### config.mk
export PLATFORM = sky130hd
export DESIGN_NAME = wb_queue
export DESIGN_NICKNAME = d
export VERILOG_FILES = /design/src/rtl/wb_queue.sv
export SDC_FILE = /design/constraint.sdc
export NUM_CORES = 1
export LEC_CHECK = 0
export BUFFER_PORTS_ARGS = -buffer_cell sky130_fd_sc_hd__buf_4
export CORE_ASPECT_RATIO = 0.9
export CORE_MARGIN = 1.5
export CORE_UTILIZATION = 39
export CTS_CLUSTER_SIZE = 24
export DETAILED_ROUTE_END_ITERATION = 8
export SLEW_MARGIN = 25
export SYNTH_ARGS = -nofsm -noshare
export SYNTH_HDL_FRONTEND = slang
export SYNTH_SLANG_ARGS = --single-unit
### constraint.sdc
create_clock -name clk -period 3.8 [get_ports clk]
set_input_delay 0.19 -clock clk [delete_from_list [all_inputs] [get_ports clk]]
set_output_delay 0.19 -clock clk [all_outputs]
set_load 0.02 [all_outputs]
### src/rtl/wb_queue.sv
// Writeback queue: buffers ALU and load-unit results and drains them, in
// acceptance order, onto the regfile write port. Supports pending-write lookup.
module wb_queue #(
  parameter int DEPTH  = 4,
  parameter int ADDR_W = 6,
  parameter int DATA_W = 32
) (
  input  logic                      clk,
  input  logic                      rst_n,
  input  logic                      alu_valid,
  output logic                      alu_ready,
  input  logic [ADDR_W-1:0]         alu_rd,
  input  logic [DATA_W-1:0]         alu_data,
  input  logic                      mem_valid,
  output logic                      mem_ready,
  input  logic [ADDR_W-1:0]         mem_rd,
  input  logic [DATA_W-1:0]         mem_data,
  output logic                      wen,
  output logic [ADDR_W-1:0]         writereg,
  output logic [DATA_W-1:0]         writedata,
  input  logic [ADDR_W-1:0]         query_reg,
  output logic                      query_hit,
  output logic [DATA_W-1:0]         query_data,
  output logic [$clog2(DEPTH):0]    count
);
  localparam int PTR_W = $clog2(DEPTH);
  localparam int CNT_W = PTR_W + 1;

  logic [PTR_W-1:0]  head_q, head_d, tail_q, tail_d;
  logic [CNT_W-1:0]  count_q, count_d;
  logic [ADDR_W-1:0] ent_rd_q   [DEPTH];
  logic [DATA_W-1:0] ent_data_q [DEPTH];

  logic              full, acc_mem, acc_alu, push, pop;
  logic [ADDR_W-1:0] in_rd;
  logic [DATA_W-1:0] in_data;
  logic [PTR_W-1:0]  q_idx;

  // Readies are held low while reset is asserted, independent of state.
  assign full      = (count_q == CNT_W'(DEPTH));
  assign mem_ready = rst_n && !full;
  assign alu_ready = rst_n && !full && !mem_valid;
  assign acc_mem   = mem_valid && mem_ready;
  assign acc_alu   = alu_valid && alu_ready;
  assign in_rd     = acc_mem ? mem_rd : alu_rd;
  assign in_data   = acc_mem ? mem_data : alu_data;
  // Writes to x0 complete the handshake but are never stored.
  assign push      = (acc_mem || acc_alu) && (in_rd != '0);
  assign pop       = (count_q != '0);

  assign wen       = pop;
  assign writereg  = pop ? ent_rd_q[head_q] : '0;
  assign writedata = pop ? ent_data_q[head_q] : '0;
  assign count     = count_q;

  always_comb begin
    head_d  = head_q;
    tail_d  = tail_q;
    count_d = count_q;
    if (pop)  head_d = head_q + PTR_W'(1);
    if (push) tail_d = tail_q + PTR_W'(1);
    count_d = count_q + CNT_W'(push) - CNT_W'(pop);
  end

  // Scan oldest to youngest so the last match is the youngest writer.
  always_comb begin
    query_hit  = 1'b0;
    query_data = '0;
    q_idx      = '0;
    for (int i = 0; i < DEPTH; i++) begin
      q_idx = head_q + PTR_W'(i);
      if ((CNT_W'(i) < count_q) && (query_reg != '0) && (ent_rd_q[q_idx] == query_reg)) begin
        query_hit  = 1'b1;
        query_data = ent_data_q[q_idx];
      end
    end
  end

  always_ff @(posedge clk or negedge rst_n) begin
    if (!rst_n) begin
      head_q  <= '0;
      tail_q  <= '0;
      count_q <= '0;
    end else begin
      head_q  <= head_d;
      tail_q  <= tail_d;
      count_q <= count_d;
    end
  end

  // Entry payload needs no reset: occupancy is tracked by the pointers and count.
  always_ff @(posedge clk) begin
    if (push) begin
      ent_rd_q[tail_q]   <= in_rd;
      ent_data_q[tail_q] <= in_data;
    end
  end
endmodule
* Yosys cells after proc, flatten, opt, wreduce, memory -nomap -nowiden
Memory sizes are Yosys's and may differ from the RTL's.
Cells that the tools add are included.
** Word-level totals
- Memory bits (writable) :: 152
- Bits of input ports :: 86
- Memories kept :: 2
- Output and inout port bits :: 77
- Register bits :: 7
- Logic and storage cells :: 53
** Operators by class
- Multiplexer cells :: 14
- Add/subtract/negate cells :: 6
- Equal/unequal tests :: 5
- Reduce and logical (&&, ||, !) cells :: 19
- $lt $le $gt $ge :: 4
** Memory list
- ent_data_q :: depth 4, width 32, read ports 4, clocked after memory_dff 0, wr ports 1, line 32 : logic [DATA_W-1:0] ent_data_q [DEPTH];
- ent_rd_q :: depth 4, width 6, read ports 4, clocked after memory_dff 0, wr ports 1, line 31 : logic [ADDR_W-1:0] ent_rd_q [DEPTH];
** Operators with widths (count)
- two-way mux 32 bit :: 6
- == test 6 bit :: 4
- logical AND 1 bit :: 13
- two-way mux 6 bit :: 2
- nonzero test 6 bit :: 2
- less-than comparator 1 x 3 -> 1 bit (first input constant) :: 2
- less-than comparator 2 x 3 -> 1 bit (first input constant) :: 2
- two-way mux 1 bit :: 6
- adder 2 x 1 -> 2 bit (second input constant) :: 2
- adder 2 bit (second input constant) :: 2
- adder 3 x 1 -> 3 bit :: 1
- == test 3 bit (second input constant) :: 1
- nonzero test 3 bit :: 1
- subtractor 3 x 1 -> 3 bit :: 1
- zero test 1 bit :: 2
- logical OR 1 bit :: 1

* Depth between registers and ports, before layout
Gate-level depths: netlist (run 1).
- Depth in word-level cells :: 9
- Depth in mapped cells :: 13
- Depth with buffers taken out :: 12

* Worst setup path before layout (run 1)
No wires, ideal clock.
- Path kind :: reg-to-reg
- Start :: reg count_q[2] (netlist: count[2])
- End :: mem ent_data_q[0][0] (enable)
- Library setup time :: 433 ps
- Path slack :: -213 ps
- Arrival :: 3580 ps
- Required time :: 3367 ps
- Period minus slack after synthesis :: 4013 ps
- Stages on the path, launching flop included :: 10
- Path buffers :: 1
- Cell sequence :: dfrtp_1 -> inv_1 -> o31a_1 -> nand2_1 -> clkbuf_1 -> mux2_2 -> nor4_1 -> nand2_1 -> o211ai_1 -> nor2_1
** Between the ends
- Cells in the longest elaborated chain, start to end :: 9
- Elaborated cells on any way between the ends :: 12
- Those cells by class :: eq/ne (1); mux (3); reduce/logical (8)
** RTL lines
- from (decl) :: line 30 : logic [CNT_W-1:0] count_q, count_d;
- from (signal assigned) :: line 87 : count_q <= count_d;
- == test 3 bit :: line 40 : assign full = (count_q == CNT_W'(DEPTH));
- zero test 1 bit :: line 41 : assign mem_ready = rst_n && !full;
- logical AND 1 bit :: line 41
- net mem_ready :: line 15 : output logic mem_ready,
- logical AND 1 bit :: line 43 : assign acc_mem = mem_valid && mem_ready;
- two-way mux 6 bit :: line 45 : assign in_rd = acc_mem ? mem_rd : alu_rd;
- net in_rd[3] :: line 35 : logic [ADDR_W-1:0] in_rd;
- nonzero test 6 bit :: line 48 : assign push = (acc_mem || acc_alu) && (in_rd != '0);
- logical AND 1 bit :: line 48
- two-way mux 1 bit :: line 93 : if (push) begin
- two-way mux 1 bit (implied by the code) :: line 95 : ent_data_q[tail_q] <= in_data;
- to (decl) :: line 32
The timed path passes the listed nets, and every way through them passes these cells.

* Worst setup path after layout (run 1)
- Start :: reg head_q[1]
- End :: out query_data[0]
** Between the ends
- Cells in the longest elaborated chain, start to end :: 7
- Elaborated cells on any way between the ends :: 17
- Those cells by class :: add/sub (3); eq/ne (4); mux (4); reduce/logical (4); memory (2)
** RTL lines
- from (decl) :: line 29 : logic [PTR_W-1:0] head_q, head_d, tail_q, tail_d;
- from (signal assigned) :: line 81 : head_q <= '0;
- from (signal assigned) :: line 85 : head_q <= head_d;
- adder 2 x 1 -> 2 bit / memory (4 x 6 bit) (equally long branches)
- memory (4 x 6 bit) / == test 6 bit (equally long branches)
- == test 6 bit / logical AND 1 bit (equally long branches) :: line 72 : if ((CNT_W'(i) < count_q) && (query_reg != '0) && (ent_rd_q[q_idx] == query_reg)) begin
- logical AND 1 bit / two-way mux 32 bit (equally long branches) :: line 72
- two-way mux 32 bit (2 in a row) :: line 72
- two-way mux 32 bit * :: line 72
- to (decl) :: line 23 : output logic [DATA_W-1:0] query_data,
Every way passes the cells marked *; elsewhere a longest branch is shown, timed or not.

==> summary.md, run 1 <==
| Metric | Value |
|---|---|
| Global-route wire length before repair | `between 40 and 50 mm` |
| Mapped cell area | `between 0.01 and 0.015 sq mm` |
| Worst r2r src | `count[0]$_DFF_PN0_` |
| Port bufs | `roughly 160` |
| Die height | `approximately 160 um` |
| Sequential share of power | `roughly a quarter` |
| # IOs | `roughly 160` |
| Routed len/inst | `between 20 and 25 um` |
| Hpwl dp | `18.4 mm` |
| Seq cells post-synth | `roughly 160` |
| Worst Tran Pin Value | `a little over 800 ps` |
| CTS tree | `done` |
| Worst EP arrival | `approximately 3500 ps` |
| Max Slew Vio Count | `0` |
| Post-Layout Cell Count | `approximately 1400` |
| Reg2reg setup slack | `around 550 ps` |
| Total CTS buffers | `17` |
| Area leader, netlist | `edfxtp_1` |
| Grt ovf | `0` |
| Status | `finished clean` |
| CP Max Fanout | `20` |
| 1st-iter DRT viols | `between 600 and 700` |
| Via/cell ratio | `5.70` |
| Path type of the worst setup path | `flop to output pin` |
| Internal | `5.93 mW` |
| Dpl cells | `1401` |
| Setup violators final | `0` |
| Layout cells sized above 1 | `a little under two fifths` |
| Antenna cells | `0` |
| Total power | `about 10 mW` |
| Skew-Pair Late Insertion Delay | `roughly 440 ps` |
| Syn_nets | `between 1000 and 1500` |
| Combinational Power Share | `58.6%` |
| DR WL met2 | `around 14 mm` |
| Top cell type's share of synthesized area | `between 40% and 50%` |
| Sw Ratio | `about 43%` |
| Antenna-violating nets left | `0` |
| Via count | `just over 8000` |
| Layout Skew | `about 11 ps` |
| Die area | `0.0282 sq mm` |
| Post-synth EDFFs | `152` |
| WL final | `29.4 mm` |
| Cells after Synth | `around 940` |
| FF-to-FF End | `ent_data_q[1][8]$_DFFE_PP_` |
| CTS H-tree lvls | `4` |
| DRC Markers | `0` |
| # clock sinks | `about 160` |
| Clock network fraction of design power | `between 10% and 20%` |
| CP required | `between 3000 and 4000 ps` |
| Final setup margin | `about 110 ps` |
| Unrepaired setup endpoints after global routing | `true` |
| Worst slack, placed | `between 300 and 400 ps` |
| Initial core utilization | `approximately two fifths` |
| Top cells by area, synth | `edfxtp_1 43%, mux2_2 11%, mux2i_1 8.7%` |
| Worst VDD drop | `0.546 mV` |
| First drt pass iteration count | `5` |
| Area growth syn-to-layout | `22.9%` |
| Yosys cell types | `56` |
| Relative slew slack | `between 40% and 50%` |
| Clk slew on worst S/H paths | `around 60 ps` |
| Power per cell area | `799 mW/mm^2` |
| Setup crit end kind | `output pin` |
| Post-synthesis sequential area ratio | `44.7%` |
| Synth warn | `0` |
| Chip width | `between 150 and 200 um` |
| Hold Path Class | `primary input to async pin` |
| Final Hold Vio Count | `0` |
| Max-Cap Viols | `0` |
| Max Fclk | `about 270 MHz` |
| Routability Congestion | `0.825` |
| Ys flop type | `edfxtp_1` |
| Wl on met1 | `around 13 mm` |
| Max Root-Sink Buffers | `2` |
| Register-to-Register Path Depth | `9` |
| DR WL met3 | `1.42 mm` |
| Crit path time final | `roughly 3700 ps` |
| Critical path launch point type | `flop` |
| Nets | `around 1200` |
| Initial antenna violation count | `0` |
| Total track usage | `21.2%` |
| Avg Cell Area, Syn | `between 10 and 15 sq um` |
| Largest net degree at the start of global routing | `between 100 and 150` |
| Max layer used | `met4` |
| Async SR Flop Fraction | `under 10%` |
| Core Region | `0.0269 sq mm` |
| Tcrit/Tclk final | `~97%` |
| Leakage | `about 4.7 nW` |
| Vias in the first global route | `approximately 8100` |
| Floorplan row count | `57` |
| Switching pwr | `approximately 4.5 mW` |
| # fillers | `around 2400` |
| Clock Tree Root | `clkbuf_16` |
## routing by layer
| metal | vias up | track usage, % |
|---|---|---|
| li1 | 3916 | - |
| met1 | 4030 | 29.0 |
| met2 | 262 | 34.5 |
| met3 | 34 | 3.25 |
| met4 | 0 | 6.70 |
| met5 | - | 0 |
## per-stage QoR
stage	TNS, ps	hold WS (ps)	util (%)	cell area (sq um)
after floorplan	-32400	-106	-	10600
after global placement	0	19.9	45.4	12200
after detailed placement	0	20.4	45.4	12200
after CTS	0	104	48.2	13000
after global routing	-8.14	101	48.4	13000
final	0	105	48.4	13000
## cells in the mapped netlist (8+ instances only)
cell type and n:
a221oi_2 20, clkbuf_1 43, edfxtp_1 152, a21oi_1 62, mux2i_1 92, nor3_2 21, buf_2 27, nand3_1 16
inv_1 18, nor2_1 48, buf_6 8, a211oi_1 29, o21ai_0 23, a22oi_1 26, nor3_1 12, a41oi_1 29
o21ai_1 14, mux2_2 102, xnor2_1 23, nand2_1 71, ha_1 8
## layout by cell type, fill, tap and decap left out, drive strengths merged, types with 2 or more instances in the layout
cell,instances
a31oi,3
bufinv,4
ha,8
nor3,33
o2111ai,2
xor2,5
or2,2
edfxtp,152
a211oi,29
nand2b,4
a22oi,26
clkbuf,20
nor4,3
and3,7
nand2,71
a21oi,62
inv,18
mux2i,93
xnor2,23
a311oi,2
o2111a,2
o311a,2
o21a,6
clkinvlp,4
dfrtp,7
a41oi,29
nand4,2
buf,209
nor2,48
o21ai,37
o211ai,3
clkinv,4
o32ai,2
and2,7
mux2,103
a221oi,25
mux4,5
nand3,16
## cell type report
type / count / area (sq um) / area share, %
multi-input cells: 673 / 5440 / 41.8
flip-flops and latches: 159 / 4750 / 36.4
repair buffers: 211 / 1700 / 13.1
well taps: 354 / 443 / 3.40
clock buffers: 20 / 437 / 3.35
clock inverters: 12 / 185 / 1.42
inverters: 18 / 68.8 / 0.528
## sequential cells by signal (all words and copies together) (netlist names)
name,count
ent_data_q,128
ent_rd_q,24
count,3
head_q,2
tail_q,2
## worst max path at each step
| stage | startpoint | end | slack, ps |
|---|---|---|---|
| floorplan | count[2]$_DFF_PN0_ | ent_data_q[0][0]$_DFFE_PP_ | -210 |
| global placement | head_q[1]$_DFFE_PN0N_ | query_data[23] | 350 |
| detailed placement | head_q[1]$_DFFE_PN0N_ | query_data[23] | 310 |
| CTS | head_q[1]$_DFFE_PN0N_ | query_data[16] | 20 |
| global route | head_q[1]$_DFFE_PN0N_ | query_data[31] | -8 |
| finish | head_q[1]$_DFFE_PN0N_ | query_data[0] | 110 |
## power by group through the flow
stage	logic [mW]	clock network, mW	registers [mW]
after floorplan	4.05	0	2.46
after global placement	5.85	0	2.56
after detailed placement	5.88	0	2.56
after CTS	6.04	1.84	2.51
after global routing	6.52	1.91	2.53
final	6.10	1.81	2.49
## critical path, stage by stage, from the launching register on
cell and delay, ps:
dfrtp_4 530, buf_4 180, mux2i_1 190, a22o_1 210
o32ai_1 220, nand3_1 150, a2111oi_4 290, buf_4 200
buf_12 180, nand3_2 120, buf_12 220, o21a_1 190
and3_1 180, buf_4 170
## logic make-up (layout without fill, tap and decap cells)
group	Yosys count	after routing	share of synthesized area [%]
xor gates and xnor gates	28	28	2.31
muxes	201	201	20.9
DFF	159	159	44.7
adders and majority gates	9	9	1.13
AOI/OAI and AO/OA	238	238	16.8
buffers and inverters	107	261	4.85
and+or+nand+nor	197	197	9.34
## timing repair
action                                  in CTS  in global routing
hold buffers                                 1                  0
pin swaps                                    2                  0
buffers inserted                             8                  4
gates resized for setup                      4                 10
cloned                                       1                  0
endpoints found under the hold margin        7                  0
endpoints found under the setup margin      24                 32
(Power assumes the default switching activity.)
==> run 2: changes to the inputs <==
PLACE_DENSITY_LB_ADDON = 0.12   (was unset)
clock period = 4.6 ns   (was 3.8 ns; I/O delays follow)
==> summary.md, run 2 (synthesized netlist as in run 1, its figures left out) <==
| Metric | Value |
|---|---|
| Status | `finished clean (unchanged)` |
| Floorplan row count | `57 (unchanged)` |
| Nets | `1158 (was 1175)` |
| Fin Setup TNS | `0 ps (unchanged)` |
| Antenna-violating nets left | `0 (unchanged)` |
| Die area | `0.0282 sq mm (unchanged)` |
| Chip width | `177 um (unchanged)` |
| Max-Cap Viols | `0 (unchanged)` |
| Global-route wire length before repair | `46.4 mm (was 45.4 mm)` |
| Clock Tree Root | `clkbuf_16 (unchanged)` |
| Post-layout instance area | `0.0128 sq mm (was 0.0130 sq mm)` |
| Hold Path Class | `primary input to flop (was primary input to async pin)` |
| Top reg by flops | `ent_data_q (unchanged)` |
| Max Fclk | `238 MHz` |
| Post-cts hold buffer count | `1 (unchanged)` |
| Skew-Pair Late Insertion Delay | `430 ps (was 440 ps)` |
| Core Region | `0.0269 sq mm (unchanged)` |
| Relative slew slack | `33.6% (was 45.4%)` |
| # IOs | `163 (unchanged)` |
| Routability Congestion | `0.818 (was 0.825)` |
| Layout cells sized above 1 | `35.8% (was 37.4%)` |
| Hpwl dp | `19.2 mm (was 18.4 mm)` |
| Setup crit end kind | `output pin (unchanged)` |
| Via/cell ratio | `5.70 (about the same)` |
| Largest register FFs | `128 (unchanged)` |
| Port bufs | `162 (unchanged)` |
| Total track usage | `21.6% (was 21.2%)` |
| GR peak layer | `met2 (unchanged)` |
| Worst Tran Pin Value | `996 ps (was 819 ps)` |
| Vias in the first global route | `7861 (was 8073)` |
| Max Root-Sink Buffers | `2 (unchanged)` |
| Layout Skew | `9.69 ps (was 11.0 ps)` |
| Tcrit/Tclk final | `91.2%` |
| Postcts setup bufs | `0 (was 8)` |
| WL final | `29.8 mm (was 29.4 mm)` |
| Power per cell area | `659 mW/mm^2 (was 799 mW/mm^2)` |
| Die height | `159 um (unchanged)` |
| Met1 usage | `30.3% (was 29.0%)` |
| CP required | `4370 ps (was 3610 ps)` |
| Final hold slack | `151 ps (was 105 ps)` |
| Grt ovf | `0 (unchanged)` |
| CTS tree | `done (unchanged)` |
| Routed len/inst | `20.8 um (was 20.3 um)` |
| 1st-iter DRT viols | `570 (was 659)` |
| M3 GR Usage | `3.51% (was 3.25%)` |
| # clock sinks | `159 (unchanged)` |
| Area growth syn-to-layout | `21.0% (was 22.9%)` |
| Dpl cell area | `0.0122 sq mm (about the same)` |
| Via count | `8149 (was 8242)` |
| Grt met2 use | `34.1% (was 34.5%)` |
| Most common library cell in the layout ignoring fill and taps | `buf_4 (unchanged)` |
| Initial antenna violation count | `0 (unchanged)` |
| Unrepaired setup endpoints after global routing | `false (was true)` |
| First drt pass iteration count | `5 (unchanged)` |
| Clk slew on worst S/H paths | `70 ps (was 60 ps)` |
| Most frequent cells in the layout | `187 x buf_4, 152 x edfxtp_1, 102 x mux2_2 (was 199 x buf_4, 152 x edfxtp_1, 102 x mux2_2)` |
| Worst EP arrival | `3970 ps (was 3500 ps)` |
| Largest net degree at the start of global routing | `68 (was 130)` |
| Final Hold Vio Count | `0 (unchanged)` |
| Setup violators final | `0 (unchanged)` |
| Worst VDD drop | `0.315 mV (was 0.546 mV)` |
| Total CTS buffers | `17 (unchanged)` |
| Max Slew Vio Count | `0 (unchanged)` |
| Post-CTS Resized | `0 (was 4)` |
| Path type of the worst setup path | `flop to output pin (unchanged)` |
| CTS H-tree lvls | `4 (unchanged)` |
| Leakage | `4.63 nW (was 4.73 nW)` |
| Crit path time final | `between 4000 and 5000 ps` |
| Antenna cells | `0 (unchanged)` |
| DRC Markers | `0 (unchanged)` |
| Initial core utilization | `39.4% (unchanged)` |
| CP Max Fanout | `28 (was 20)` |
| Critical path launch point type | `flop (unchanged)` |
-- run 2: where the power goes --
group,internal (mW),total [mW],switching (mW)
sequential,1.90,2.11,0.209
clock,0.892,1.47,0.582
combinational,1.97,4.87,2.90
-- run 2: cell type report --
type / count / area, sq um
tap: 354 / 443
clock buffer: 26 / 554
sequential: 159 / 4750
timing repair buffer: 194 / 1530
fill: 2462 / 14100
multi-input combinational: 673 / 5410
clock inverter: 6 / 66.3
inverter: 18 / 68.8
-- run 2: final timing paths --
check	endpoint	from	slack, ps	cells past startpoint
hold / removal	ent_data_q[3][23]$_DFFE_PP_	mem_data[23]	150	2
max in group asynchronous	head_q[1]$_DFFE_PN0N_	rst_n	4280	2
setup reg to reg	ent_data_q[2][30]$_DFFE_PP_	count[2]$_DFF_PN0_	1060	10
setup / recovery	query_data[30]	head_q[1]$_DFFE_PN0N_	400	9
min in group asynchronous	tail_q[1]$_DFFE_PN0P_	rst_n	160	2
hold reg to reg	tail_q[0]$_DFFE_PN0P_	tail_q[0]$_DFFE_PN0P_	550	1
-- run 2: stage by stage --
step / power (mW) / std cells / utilization [%] / setup slack (ps)
floorplan: 5.38 / 939 / - / 587
global placement: 6.99 / 1394 / 45.2 / 687
detailed placement: 7.02 / 1397 / 45.3 / 830
CTS: 8.51 / 1430 / 47.7 / 374
global route: 8.94 / 1430 / 47.7 / 125
finish: 8.45 / 1430 / 47.7 / 403
-- run 2: worst max-delay path, cell delays in order (launching register included) --
cell and delay (ps):
dfrtp_4 670, buf_4 260, mux2_4 320, a221o_1 360, o21ai_0 80, nand3_1 150, or2_2 680, o311a_1 440
a311oi_1 350, buf_4 210
-- run 2: layer usage --
metal	wire, um	up-vias
met5	0	-
met2	14000	274
met1	13500	3967
met3	1800	25
li1	-	3883
met4	478	0
==> run 3: changes to the inputs <==
CORE_UTILIZATION = 40   (was 39)
==> summary.md, run 3 (synthesized netlist as in run 1, its figures left out) <==
| Metric | Value |
|---|---|
| 1st-iter DRT viols | `640 (was 570)` |
| # fillers | `2405 (was 2462)` |
| Total CTS buffers | `17 (unchanged)` |
| Final setup margin | `284 ps (was 403 ps)` |
| Total power | `8.33 mW (was 8.45 mW)` |
| Hpwl dp | `18.4 mm (was 19.2 mm)` |
| Max Fclk | `232 MHz (was 238 MHz)` |
| Postcts setup bufs | `0 (unchanged)` |
| Most common library cell in the layout ignoring fill and taps | `buf_4 (unchanged)` |
| Top reg by flops | `ent_data_q (unchanged)` |
| Antenna cells | `0 (unchanged)` |
| Tcrit/Tclk final | `93.8% (was 91.2%)` |
| Crit path time final | `4320 ps (was 4200 ps)` |
| Max Root-Sink Buffers | `2 (unchanged)` |
| Relative slew slack | `32.9% (was 33.6%)` |
| Status | `finished clean (unchanged)` |
| Path type of the worst setup path | `flop to output pin (unchanged)` |
| WL final | `29.0 mm (was 29.8 mm)` |
| Worst VDD drop | `0.265 mV (was 0.315 mV)` |
| CP required | `4370 ps (about the same)` |
| Clk slew on worst S/H paths | `70 ps (about the same)` |
| # IOs | `163 (unchanged)` |
| Layout Skew | `12.1 ps (was 9.69 ps)` |
| # clock sinks | `159 (unchanged)` |
| First drt pass iteration count | `6 (was 5)` |
| Floorplan row count | `56 (was 57)` |
| Total track usage | `21.5% (was 21.6%)` |
| Via count | `8033 (was 8149)` |
| Skew-Pair Late Insertion Delay | `430 ps (about the same)` |
| Via/cell ratio | `5.67 (was 5.70)` |
| Leakage | `4.60 nW (was 4.63 nW)` |
| Initial core utilization | `40.7% (was 39.4%)` |
| Final Hold Vio Count | `0 (unchanged)` |
| Area growth syn-to-layout | `20.3% (was 21.0%)` |
| Final hold slack | `147 ps (was 151 ps)` |
| Core Region | `0.0261 sq mm (was 0.0269 sq mm)` |
| Largest net degree at the start of global routing | `91 (was 68)` |
| Initial antenna violation count | `0 (unchanged)` |
| Nets | `1151 (was 1158)` |
| Setup crit end kind | `output pin (unchanged)` |
| Routability Congestion | `0.825 (was 0.818)` |
| Max-Cap Viols | `0 (unchanged)` |
| Fin Setup TNS | `0 ps (unchanged)` |
| Hold Path Class | `primary input to async pin (was primary input to flop)` |
| Layout cells sized above 1 | `35.5% (was 35.8%)` |
| Power per cell area | `653 mW/mm^2 (was 659 mW/mm^2)` |
| Die area | `0.0275 sq mm (was 0.0282 sq mm)` |
| Largest register FFs | `128 (unchanged)` |
| Port bufs | `162 (unchanged)` |
| Worst EP arrival | `4090 ps (was 3970 ps)` |
| CTS H-tree lvls | `4 (unchanged)` |
| Antenna-violating nets left | `0 (unchanged)` |
| Max Slew Vio Count | `0 (unchanged)` |
| DRC Markers | `0 (unchanged)` |
| Routed len/inst | `20.4 um (was 20.8 um)` |
| Most frequent cells in the layout | `179 x buf_4, 152 x edfxtp_1, 102 x mux2_2 (was 187 x buf_4, 152 x edfxtp_1, 102 x mux2_2)` |
| Critical path launch point type | `flop (unchanged)` |
| CP Max Fanout | `42 (was 28)` |
| Worst slack, placed | `732 ps (was 830 ps)` |
| Setup violators final | `0 (unchanged)` |
| Global-route wire length before repair | `45.0 mm (was 46.4 mm)` |
| Clock Tree Root | `clkbuf_16 (unchanged)` |
| CTS tree | `done (unchanged)` |
| Worst Tran Pin Value | `1010 ps (was 996 ps)` |
| Chip width | `175 um (was 177 um)` |
| Unrepaired setup endpoints after global routing | `false (unchanged)` |
| Post-CTS Resized | `0 (unchanged)` |
| Die height | `157 um (was 159 um)` |
| Vias in the first global route | `7790 (was 7861)` |
| Grt ovf | `0 (unchanged)` |
[run 3: worst paths after layout]
check                                           start                     endpoint  slack, ps  cells after the start
worst max register to register     count[0]$_DFF_PN0_           count[2]$_DFF_PN0_       1040                     12
worst max-delay path            head_q[1]$_DFFE_PN0N_               query_data[31]        280                      8
worst min register to register  tail_q[0]$_DFFE_PN0P_        tail_q[0]$_DFFE_PN0P_        540                      1
worst min-delay path                            rst_n        tail_q[0]$_DFFE_PN0P_        150                      2
max in group asynchronous                       rst_n        head_q[0]$_DFFE_PN0N_       4290                      2
min in group clk                         alu_data[14]  ent_data_q[2][14]$_DFFE_PP_        150                      2
[run 3: per-stage QoR]
step	std cells	area, sq um	util [%]
6_report	1417	12800	48.9
5_1_grt	1417	12800	48.9
4_1_cts	1416	12700	48.8
3_5_place_dp	1383	12100	46.5
3_3_place_gp	1383	12100	46.5
2_1_floorplan	939	10600	-
[run 3: cell type report]
type | count | area (sq um) | share of cell area [%]
clock inverters | 14 | 156 | 1.23
flip-flops and latches | 159 | 4750 | 37.2
multi-input cells | 673 | 5410 | 42.5
repair buffers | 187 | 1500 | 11.8
clock buffers | 18 | 429 | 3.37
inverters | 18 | 68.8 | 0.540
well taps | 348 | 435 | 3.41
[run 3: repair_timing]
item | CTS | global route
endpoints found under the setup margin | 0 | 0
hold buffers | 1 | 0
endpoints found under the hold margin | 7 | 0
[run 3: critical path, cell delays in order (launching register included)]
cell	delay [ps]
dfrtp_4	850
mux4_2	600
xnor2_1	180
o2111a_1	180
o211a_1	290
nor3_4	680
buf_4	430
a221oi_1	200
buf_4	230
[run 3: per-layer routing]
layer  share of wire, %  GRT usage (%)
met4               0.87           4.88
met1                 44           28.3
met5                  0              0
met3                5.0           3.21
met2                 50           37.2
[run 3: where the power goes]
group / internal (mW) / switching [mW]
registers: 1.90 / 0.257
clock network: 0.810 / 0.605
logic: 1.97 / 2.79
total: 4.67 / 3.66
